$ cat config.mk
export PLATFORM = sky130hd
export DESIGN_NAME = fetch_queue
export DESIGN_NICKNAME = d
export VERILOG_FILES = /design/src/rtl/fetch_pkg.sv /design/src/rtl/fetch_ring.sv /design/src/rtl/fetch_queue.sv
export SDC_FILE = /design/constraint.sdc
export NUM_CORES = 1
export LEC_CHECK = 0
export CORE_ASPECT_RATIO = 0.7
export CORE_MARGIN = 2
export CORE_UTILIZATION = 51
export DETAILED_ROUTE_END_ITERATION = 7
export DONT_BUFFER_PORTS = 1
export PLACE_DENSITY_LB_ADDON = 0.05
export SYNTH_ARGS = -nofsm -noshare
export SYNTH_HDL_FRONTEND = slang
export SYNTH_SLANG_ARGS = --single-unit
$ cat constraint.sdc
create_clock -name clk -period 9.5 [get_ports clk]
set_clock_uncertainty 0.15 [all_clocks]
set_input_delay 1.425 -clock clk [delete_from_list [all_inputs] [get_ports clk]]
set_output_delay 1.425 -clock clk [all_outputs]
set_load 0.03 [all_outputs]
$ cat src/rtl/fetch_pkg.sv
// Shared types and constants for the instruction prefetch queue.
// Each entry is a packed {pc, instr} record.
package fetch_pkg;
  localparam int XLEN = 32;
  localparam int INSTR_BYTES = 4;
  localparam logic [XLEN-1:0] DEFAULT_RESET_PC = 32'h0000_0000;

  typedef struct packed {
    logic [XLEN-1:0] pc;
    logic [XLEN-1:0] instr;
  } entry_t;
endpackage

$ cat src/rtl/fetch_ring.sv
// Entry storage: PC written at issue (tail), instr written on response (fill), combinational read at head.
// Zero-latency read; no flow control of its own, and all contents clear on reset.
module fetch_ring
  import fetch_pkg::*;
#(
  parameter int DEPTH = 4,
  localparam int IW = $clog2(DEPTH)
) (
  input  logic            clk,
  input  logic            rst,
  input  logic            pc_wen,
  input  logic [IW-1:0]   pc_idx,
  input  logic [XLEN-1:0] pc_wdata,
  input  logic            instr_wen,
  input  logic [IW-1:0]   instr_idx,
  input  logic [XLEN-1:0] instr_wdata,
  input  logic [IW-1:0]   rd_idx,
  output entry_t          rd_entry
);
  logic [XLEN-1:0] pc_mem    [DEPTH];
  logic [XLEN-1:0] instr_mem [DEPTH];

  always_ff @(posedge clk or posedge rst) begin
    if (rst) begin
      for (int i = 0; i < DEPTH; i++) begin
        pc_mem[i]    <= '0;
        instr_mem[i] <= '0;
      end
    end else begin
      if (pc_wen)    pc_mem[pc_idx]       <= pc_wdata;
      if (instr_wen) instr_mem[instr_idx] <= instr_wdata;
    end
  end

  assign rd_entry.pc    = pc_mem[rd_idx];
  assign rd_entry.instr = instr_mem[rd_idx];
endmodule

$ cat src/rtl/fetch_queue.sv
// In-order prefetch queue owning the fetch PC; grant->rvalid->out_valid one cycle after response.
// Stops requesting when allocated slots plus pending stale responses reach DEPTH; out_ready low stalls dequeue.
module fetch_queue
  import fetch_pkg::*;
#(
  parameter int DEPTH = 4,
  parameter logic [31:0] RESET_PC = DEFAULT_RESET_PC
) (
  input  logic        clk,
  input  logic        rst,
  output logic        imem_req,
  output logic [31:0] imem_addr,
  input  logic        imem_gnt,
  input  logic        imem_rvalid,
  input  logic [31:0] imem_rdata,
  input  logic        redirect_valid,
  input  logic [31:0] redirect_pc,
  output logic        out_valid,
  input  logic        out_ready,
  output logic [31:0] out_pc,
  output logic [31:0] out_npc,
  output logic [31:0] out_instr
);
  localparam int IW = $clog2(DEPTH);
  localparam int PW = IW + 1;
  localparam logic [PW:0] DEPTH_W = DEPTH[PW:0];

  logic [PW-1:0]   tail, fill, head, drop;
  logic [XLEN-1:0] fetch_pc;
  logic            npc_live;
  logic [PW-1:0]   alloc, inflight;
  logic [PW:0]     budget;
  logic            issue, enq, deq;
  entry_t          head_entry;

  // Redirect targets are word aligned; the low bits are intentionally dropped.
  logic unused_pc_lsbs;
  assign unused_pc_lsbs = ^redirect_pc[1:0];

  assign alloc    = tail - head;
  assign inflight = tail - fill;
  assign budget   = {1'b0, alloc} + {1'b0, drop};

  assign imem_req  = !rst && !redirect_valid && (budget < DEPTH_W);
  assign imem_addr = fetch_pc;
  assign out_valid = (fill != head);

  assign issue = imem_req && imem_gnt;
  assign enq   = imem_rvalid && (drop == '0) && !redirect_valid;
  assign deq   = out_valid && out_ready && !redirect_valid;

  always_ff @(posedge clk or posedge rst) begin
    if (rst) begin
      fetch_pc <= RESET_PC;
      tail     <= '0;
      fill     <= '0;
      head     <= '0;
      drop     <= '0;
      npc_live <= 1'b0;
    end else if (redirect_valid) begin
      // Everything issued but not yet returned becomes stale; a response arriving now is consumed here.
      fetch_pc <= {redirect_pc[31:2], 2'b00};
      tail     <= '0;
      fill     <= '0;
      head     <= '0;
      drop     <= drop + inflight - {{(PW-1){1'b0}}, imem_rvalid};
    end else begin
      if (issue) begin
        tail     <= tail + 1'b1;
        fetch_pc <= fetch_pc + XLEN'(INSTR_BYTES);
        npc_live <= 1'b1;
      end
      if (imem_rvalid) begin
        if (drop != '0) drop <= drop - 1'b1;
        else            fill <= fill + 1'b1;
      end
      if (deq) head <= head + 1'b1;
    end
  end

  fetch_ring #(.DEPTH(DEPTH)) u_ring (
    .clk         (clk),
    .rst         (rst),
    .pc_wen      (issue),
    .pc_idx      (tail[IW-1:0]),
    .pc_wdata    (fetch_pc),
    .instr_wen   (enq),
    .instr_idx   (fill[IW-1:0]),
    .instr_wdata (imem_rdata),
    .rd_idx      (head[IW-1:0]),
    .rd_entry    (head_entry)
  );

  // out_npc reads as zero until the first PC has been written into storage.
  assign out_pc    = head_entry.pc;
  assign out_npc   = npc_live ? head_entry.pc + XLEN'(INSTR_BYTES) : '0;
  assign out_instr = head_entry.instr;
endmodule
Word-level counts from Yosys, hierarchy flattened --
Index checks and enable logic that the tools add are counted.
Operators by class: order comparisons 6, reduce and logical (&&, ||, !) cells 20, equality and inequality tests 2, multiplexer cells 25, add/subtract/negate cells 11, bitwise operators 4
Operator list (count):
- two-way mux 32 bit | 9
- bitwise mux 128 bit | 2
- binary-select mux 32 bit (select 2 bit) | 2
- demux 32 bit (select 2 bit) | 2
- adder 32 x 3 -> 32 bit (second input constant) | 2
- two-way mux 3 bit | 10
- adder 3 x 1 -> 3 bit (second input constant) | 3
- >= comparator 3 bit (second input constant) | 3
- logical AND 1 bit | 9
- NOT 2 -> 3 bit | 3
- nonzero test 2 bit | 4
- less-than comparator 3 x 1 -> 1 bit (second input constant) | 2
- AND reduction 2 bit | 3
- subtractor 3 bit | 2
- adder 3 x 3 -> 4 bit | 1
- less-than comparator 4 x 3 -> 1 bit (second input constant) | 1
- adder 3 bit | 1
- logical NOT 3 bit | 1
- inequality test 3 bit | 1
- nonzero test 3 bit | 1
- subtractor 3 x 1 -> 3 bit | 1
- subtractor 3 x 1 -> 3 bit (second input constant) | 1
- logical NOT 1 bit | 2
- inequality test 2 bit (second input constant) | 1
- NOT 1 bit | 1
Storage, ports and cells: logic and storage cells 82, bits of input ports 70, register bits 301, output and inout port bits 130

Logic depth before layout (Yosys ltp) --
Gate-level depths: netlist of run 1.
depth in word-level cells 7, mapped depth 17, depth with buffers taken out 12

Modules after synthesis --
Synthesis of run 1 repeated with hierarchy kept, for this count alone.
Unflattened totals: cells, all modules 1040, area, all modules 14516.4 um^2
Modules (own cells, without submodules):
- fetch_ring | seq. area each 6406.1 um^2, area an instance 11018.1 um^2, cells each 623, times used 1
- fetch_queue | seq. area each 1076.0 um^2, area an instance 3498.4 um^2, cells each 417, times used 1

Least setup slack after synthesis of run 1 --
OpenSTA, ideal clock, no wires.
kind register to output, from register head[0], to output port out_npc[30], stages on the path, launching flop included 9, path buffers 2, path slack 4.848 ns, data arrival time 3.077 ns, required time 7.925 ns, cells stage by stage dfrtp_1 buf_6 buf_12 mux4_2 ha_1 nand4_1 or4_4 or4_1 a21oi_1
On the way: cells in the longest elaborated chain, start to end 6
RTL lines:
- from (decl) | RTL line fetch_queue.sv:28 | logic [PW-1:0] tail, fill, head, drop;
- from (signal assigned) | RTL line fetch_queue.sv:77 | if (deq) head <= head + 1'b1;
- NOT 2 -> 3 bit (implied by the code) | RTL line fetch_ring.sv:35 | assign rd_entry.pc = pc_mem[rd_idx];
- binary-select mux 32 bit (select 2 bit) | RTL line fetch_ring.sv:35
- two-way mux 32 bit (implied by the code) (2 in a row) | RTL line fetch_ring.sv:35
- named net out_pc[2] | RTL line fetch_queue.sv:20 | output logic [31:0] out_pc,
- adder 32 x 3 -> 32 bit | RTL line fetch_queue.sv:96 | assign out_npc = npc_live ? head_entry.pc + XLEN'(INSTR_BYTES) : '0;
- two-way mux 32 bit | RTL line fetch_queue.sv:96
- to (decl) | RTL line fetch_queue.sv:21 | output logic [31:0] out_npc,
The timed path passes the listed nets, and every way through them passes these cells. The select of a mux whose other input is x is not followed.

Final worst setup path of run 1 --
from register head[1], to output port out_npc[31]
The elaborated chain is that of the path after synthesis.

==> run summary, run 1 <==
TritonCTS built the clock tree. The count of final max-slew check failures is 0. Setup repair after global routing left no endpoint under its margin. The number of DRC markers after the initial detailed-route iteration was 620; the clock latency on the worst-skew pair was 550 ps. Detailed placement finished with a half-perimeter wire length of 22200 µm. The number of distinct library cells after synthesis was 50; the maximum vdd ir drop was 0.164 mV. The remaining antenna violation count came out at 0. Area share of the largest cell type after synthesis: 51.4%. The number of enable-type register cells in the synthesized netlist is 0, and the detailed-route via count is 8825. In this run the horizontal extent of the chip is 203 µm.

The synthesized design spends more area on one cell type than any other, namely dfrtp_1. The worst path in the final design needs a cycle of 6200 ps, including I/O delays and setup. The routed design uses 2320 µm of met3 wire. The analysis attributes to cell leakage a power of 6.94 nW. The sum of routed wire segments on met1 is 16700 µm. Along the worst path, the maximum fanout reaches 49.

Across the whole layout, storage elements account for 7290 µm². The maximum number of pins on one net before global-route repair is 162, and the ratio of final minimum period to clock period is 65.2%. For this run, the top clock speed supported by timing is 161 MHz. The logs give 0 for the total of cells resized after clock tree synthesis and 1169 for the number of nets in the final layout. For the summed instance area of the synthesized netlist, the log shows 14200 µm². The number of clock buffers added by TritonCTS is 29. The tools report the kind of launch point of the worst setup path as a flip-flop.

For this block, the routed nets add up to 34200 µm of wire. The tool flagged a number of max-cap violations equal to 0. The floorplan has 50 rows. The number of vias per cell after detailed routing was 6.03. The run gives 1098 as the number of instances in the synthesized netlist.

CTS placed an instance of clkbuf_16 at the clock tree root. In this run the deepest clock path goes through 3 buffers. Global-route congestion overflow total: 0. Setup violations remaining at the end of the flow were counted as 0.

Summing all non-filler instances in the final layout gives an area of 15500 µm². The worst setup path is captured at an output pin. The first global-routing pass estimated 53300 µm of wire. The cell type of the slowest stage on the worst timing path was dfrtp_2.

The synthesized design contains 291 register bits. The worst relative slew slack came out at 36.9%. The via count of the first global-routing pass is 8702, and the measured slew at the worst slew-check pin is 947 ps. Of the cells placed in the final design, the portion with a size suffix greater than 1 is 33.0%. The global-route total usage across every layer was 24.0%; the number of primary I/O pins was 200. After filler insertion, the fill cell instance count of the layout stands at 2264. The required time of the worst setup path came out at 7930 ps. For the final routed database, the setup TNS stands at 0 ps. For the number of DRC violations after detailed routing, the log shows 0. The highest cell delay on the worst timing path was 700 ps. For this run, asynchronously set or reset flops after synthesis account for 100%. After synthesis, the cell types taking the most area are dfrtp_1, mux2_2, mux4_2, nand2_1, o21ai_0. The run finished with clean final reports. The run gives 1 as the deepest level of the CTS H-tree. The worst hold path class was reg -> reg.

In this run, post-CTS hold repair placed 0 buffers. Among all flip-flop cells after synthesis, the most frequent one is dfrtp_1. STA puts the critical path data arrival time at 4620 ps. Number of iterations in the first detailed-routing pass: 5. After detailed routing, the average wire length per cell comes to 23.4 µm.

The tools report the area of combinational cells with multiple inputs as 6450 µm². The tools report the number of antenna violations at the first check in global routing as 1. The initial utilization of the core area, before any placement, comes to 52.4%.

Yosys printed 0 warnings. The synthesized area divided by synthesized cell count came out at 12.9 µm². Register area share after synthesis: 51.4%. The power density relative to cell area came out at 293 nW/µm². The post-CTS setup buffer count was 0.

The top layer used by detailed routing is met5. The area of placed instances is 14500 µm², and the final core utilization is 57.3%. Number of endpoints with negative hold slack in the final report: 0. The critical path in this run is classified as reg -> out. The standard cell core area is 27000 µm².

Leaving out fill and tap cells, the most frequent cells in the layout are dfrtp_1, mux2_2, nand2_1, o21ai_0, mux4_2. The library cell used most frequently in the layout, excluding fill and tap cells, is dfrtp_1. The congestion estimate from routability-driven global placement came to 0.788. Relative to the synthesized area, the layout overhead comes to 9.31%. After clock tree synthesis, the clock-pin slew on the worst setup and hold paths is 70 ps.

In this run the tool buffered the top-level ports with 0 buffer cells. Walking the worst path, the cells encountered are buf_4 -> mux4_2 -> nand4_1 -> or4_4 -> or4_1 -> a21oi_1. The die covers 29100 µm². Counting every sink on the clock net gives 291. The tools report the sum of met2 wire segment lengths after detailed routing as 14600 µm. The height of the die works out to 143 µm.
-- synth_stat cells (3+ instances only) --
cell / instances
a31o_2: 5
nand2_1: 98
o211ai_1: 4
a21oi_1: 21
xor2_1: 10
o31ai_1: 4
buf_1: 19
mux2_2: 216
nor4_1: 8
mux4_2: 62
dfrtp_1: 291
o311ai_0: 12
buf_2: 8
buf_4: 7
nor2_1: 34
or4_1: 6
nand3_1: 24
or3_1: 11
ha_1: 17
inv_1: 29
fa_1: 5
and2_1: 7
a221o_1: 4
clkbuf_1: 39
xnor2_1: 23
a31oi_1: 6
nand4_1: 15
o21ai_0: 70
mux2i_1: 3
and4_1: 7
nor3_1: 8
-- logic make-up (layout without fill, tap and decap cells) --
family,count (synthesis),count (layout),synth area share (%)
fa+ha+maj,22,22,2.21
other cells,1,7,0.0265
buf+inv,104,100,3.18
mux,281,281,27.3
flops,291,291,51.4
compound gates,133,133,5.71
simple gates,233,233,8.13
xor+xnor,33,33,2.04
-- registers in the layout, indices dropped and copies added (netlist names) --
name,count
fill,3
npc_live,1
head,3
drop,3
u_ring.instr_mem,128
imem_addr,30
u_ring.pc_mem,120
tail,3
-- per-stage QoR --
stage	worst slack, ps	cells	power (mW)	hold WS, ps
finish	3300	1464	4.53	329
global placement	3890	1410	3.32	307
CTS	3230	1463	4.57	334
global route	3120	1463	4.77	354
floorplan	4060	1103	3.06	295
detailed placement	3830	1410	3.35	319
-- layer usage --
metal	GRT usage, %	up-vias
li1	-	3960
met1	37.0	4579
met2	34.8	243
met3	5.78	41
met4	4.49	2
met5	0	-
-- path summary, 6_finish.rpt --
| kind | from | to | slack [ps] | cells past startpoint |
|---|---|---|---|---|
| hold / removal | u_ring.pc_mem[112] | u_ring.pc_mem[112] | 330 | 2 |
| min in group asynchronous | rst | imem_addr[10] | 810 | 2 |
| hold reg to reg | u_ring.pc_mem[112] | u_ring.pc_mem[112] | 330 | 2 |
| max in group asynchronous | rst | u_ring.pc_mem[78] | 6920 | 3 |
| setup reg to reg | head[0] | imem_addr[27] | 4930 | 11 |
| setup / recovery | head[1] | out_npc[31] | 3300 | 6 |
-- final cells by class --
class	instances	area share, %
flip-flops and latches	291	47.1
multi-input cells	708	41.7
clock buffers	38	5.36
well taps	364	2.94
clock inverters	15	1.19
repair buffers	18	0.954
inverters	29	0.728
diodes	1	0.0162
-- power by group --
part           leakage (nW)  total, mW  internal, mW  switching (mW)
clock                 0.503       1.22         0.722           0.495
combinational          2.56       1.55         0.539            1.01
sequential             3.88       1.76          1.51           0.245
total                  6.94       4.53          2.78            1.75
-- critical path: cells and delay by family, from the launching register on --
kind                   cells  cell delay [ps]
AO/OA/AOI/OAI              1              560
buffers and inverters      1              700
multiplexers               1              570
flip-flops                 1              700
AND/OR/NAND/NOR            3             1460
(Power assumes the default switching activity.)
==> run 2, diff against run 1 <==
Clock period 9.5 ns to 5.1 ns, I/O delays scaled along.
==> run 2 against run 1 <==
Effect of this change:
- core utilization increased by 0.28 points
- clock power increased by 80%
- first-iteration DRC count decreased by 7.3%
- die area unchanged
- combinational power increased by 93%
- register-to-register slack got worse by 4000 ps
- sequential share of layout area decreased by 0.23 points
- critical path type unchanged
- largest cell class unchanged
==> run summary, run 2 (synthesis gave the netlist of run 1 again) <==
Summing over every cut layer, the via total after detailed routing is 8924. The logs give 0 for the final number of setup-violating endpoints and 5.16 mW for the internal power summed over all cells. The data arrival time of the critical path was 3890 ps. Summed over all layers, the routed wires come to 34800 µm.

Combinational cells account for 35.5% of the total power. The smallest clock period supported by the final layout is computed as 4810 ps. Clock tree synthesis selected as its root buffer the cell clkbuf_16.

The highest cell delay on the worst timing path works out to 640 ps. The tools report the kind of launch point of the worst setup path as a flip-flop. After clock tree synthesis, the flow added hold-fix buffers numbering 0. The number of iterations in the first detailed-routing pass came out at 5. The run gives 291 ps as the setup slack of the critical path after layout. The tool flagged a number of max-cap violations equal to 0.

The worst hold path class was in -> async. In the layout the commonest cells are dfrtp_1, mux2_2, nand2_1, o21ai_0, mux4_2. The post-layout instance count excluding filler cells is 1470. The switching fraction of total power is 38.7%, and the power density relative to cell area is 541 nW/µm². In this run, flip-flops and latches consume 38.6% of the power. The multi-input combinational cells in the finished layout cover a total of 6460 µm². Dividing the final minimum period by the clock period gives 94.3%.

The initial utilization of the core area, before any placement, comes to 52.4%. For the wire length of the first global-routing pass, the log shows 54400 µm. The run gives 0 as the count of final max-slew check failures. For the number of endpoints with negative hold slack in the final report, the log shows 0.

The most frequent standard cell in the layout excluding fill and tap cells is dfrtp_1. The total number of clock tree sinks came out at 291. The kind of capture point of the worst setup path is an output pin.

Among all stages on the critical path, the largest delay is contributed by dfrtp_4. No sink is reached through more buffers than the 3 on the longest clock path. The analysis attributes to cell leakage a power of 6.99 nW. For the number of buffers added by the clock tree synthesis step, the log shows 30. In the final routed layout, each cell accounts on average for 23.7 µm.

The clock latency on the worst-skew pair was 560 ps. For the global-route total usage across every layer, the log shows 24.4%. The placed wire-length estimate after detailed placement is 22900 µm, and the switching power summed over all nets is 3.26 mW.

200 I/O pins were placed. In the routed layout, each cell is associated on average with a via count of 6.07. The maximum vdd ir drop came out at 0.289 mV.

Setup repair after global routing left no endpoint under its margin. For the final routed database, the setup TNS stands at 0 ps. The die width came out at 203 µm.

Entering global routing, the biggest net connects 171 pins. The run gives 1 as the deepest level of the CTS H-tree. Summing all non-filler instances in the final layout gives an area of 15500 µm². The proportion of layout cells with a drive suffix above 1 came out at 33.0%. The number of antenna violations at the first check in global routing was 1; the via count of the first global-routing pass was 8902. For the highest achievable clock rate, the log shows 208 MHz. For the number of DRC violations after detailed routing, the log shows 0. STA puts the critical path data required time at 4180 ps. The register with the most flip-flops in the layout has 128 of them. Measured against its own limit, the worst slew margin works out to 30.9%. For this run, the post-layout net count is 1177. For the global-route congestion overflow total, the log shows 0. In this run, the clock network consumes 26.0% of the power. From synthesis to final layout, the design area changed by 9.84%. Walking the worst path, the cells encountered are mux4_2 -> ha_1 -> nand4_1 -> or4_4 -> or3_1 -> a21oi_1. The final core utilization came out at 57.5%.

TritonCTS built the clock tree. Once detail routing completed, the nets flagged for antenna violations numbered 0. In this run, placement finished with an instance count of 1416. Setup slack at placement: 770 ps. Maximum fanout along the worst path: 17. Routability-driven placement finished with a final weighted congestion of 0.824.

The detailed router finished its first iteration with 575 violations. The floorplan has 50 rows. The measured slew at the worst slew-check pin came out at 1040 ps.

The flow ran to the end, and the final reports show no timing, DRC or antenna violations. Summing all placed instances gives a cell area of 14500 µm². The die is 143 µm tall. For the register area, the log shows 7290 µm². Clock-pin slew was measured on the worst setup and hold paths at 60 ps. Fill cells in the final layout number 2256.

Type of the setup path with the least slack: reg -> out. The total of buffers placed on input and output ports is 0. Register containing the most flip-flops in the final layout: u_ring.instr_mem. The logs give 29100 µm² for the floorplan die area and 27000 µm² for the standard cell core area.
-- run 2: changes by cell type in the layout (fill, tap and decap cells not counted), sizes merged --
cell      change
buf           +7
clkinvlp      -2
bufinv        -3
clkinv        -5
clkbuf        +9
-- run 2: area by class of cell --
class / count / share of cell area (%)
inverters: 29 / 0.724
repair buffers: 25 / 1.53
well taps: 364 / 2.93
clock inverters: 5 / 0.346
multi-input cells: 708 / 41.6
flip-flops and latches: 291 / 46.9
clock buffers: 47 / 6.02
diodes: 1 / 0.0161
-- run 2: routing by layer --
metal | wire length [µm] | vias to the layer above | global-route usage, %
met4 | 459 | 2 | 4.30
met3 | 2460 | 36 | 6.24
li1 | - | 3992 | -
met5 | 12 | - | 0
met1 | 16900 | 4646 | 37.3
met2 | 15000 | 248 | 35.6
-- run 2: through the flow --
stage | total power [mW] | hold WS (ps)
final | 8.42 | 115
after global routing | 8.86 | 107
after CTS | 8.48 | 106
after detailed placement | 6.26 | 319
after global placement | 6.21 | 308
after floorplan | 5.71 | 295
-- run 2: path summary, 6_finish.rpt --
path | startpoint | endpoint | slack (ps) | cells past startpoint
min in group clk | redirect_valid | head[0] | 140 | 1
max in group asynchronous | rst | head[0] | 3770 | 2
worst min register to register | u_ring.pc_mem[91] | u_ring.pc_mem[91] | 330 | 2
worst min-delay path | rst | fill[2] | 110 | 2
worst max-delay path | head[0] | out_npc[28] | 290 | 6
worst max register to register | head[0] | u_ring.pc_mem[14] | 970 | 12
-- run 2: power by group through the flow --
stage	sequential, mW	clock, mW	combinational (mW)
floorplan	3.11	0	2.60
global placement	3.28	0	2.92
detailed placement	3.30	0	2.96
CTS	3.26	2.24	2.97
global route	3.32	2.35	3.19
finish	3.25	2.19	2.99
-- run 2: repair_timing --
action / CTS / global route
setup buffers: 0 / 1
resized for setup: 0 / 1
setup endpoints to repair: 0 / 2
-- run 2: worst max-delay path, delay by kind of cell, from the launching register on --
family | cells | cell delay, ps
simple gates | 3 | 1220
flops | 1 | 640
mux | 1 | 590
compound gates | 1 | 550
fa+ha+maj | 1 | 310
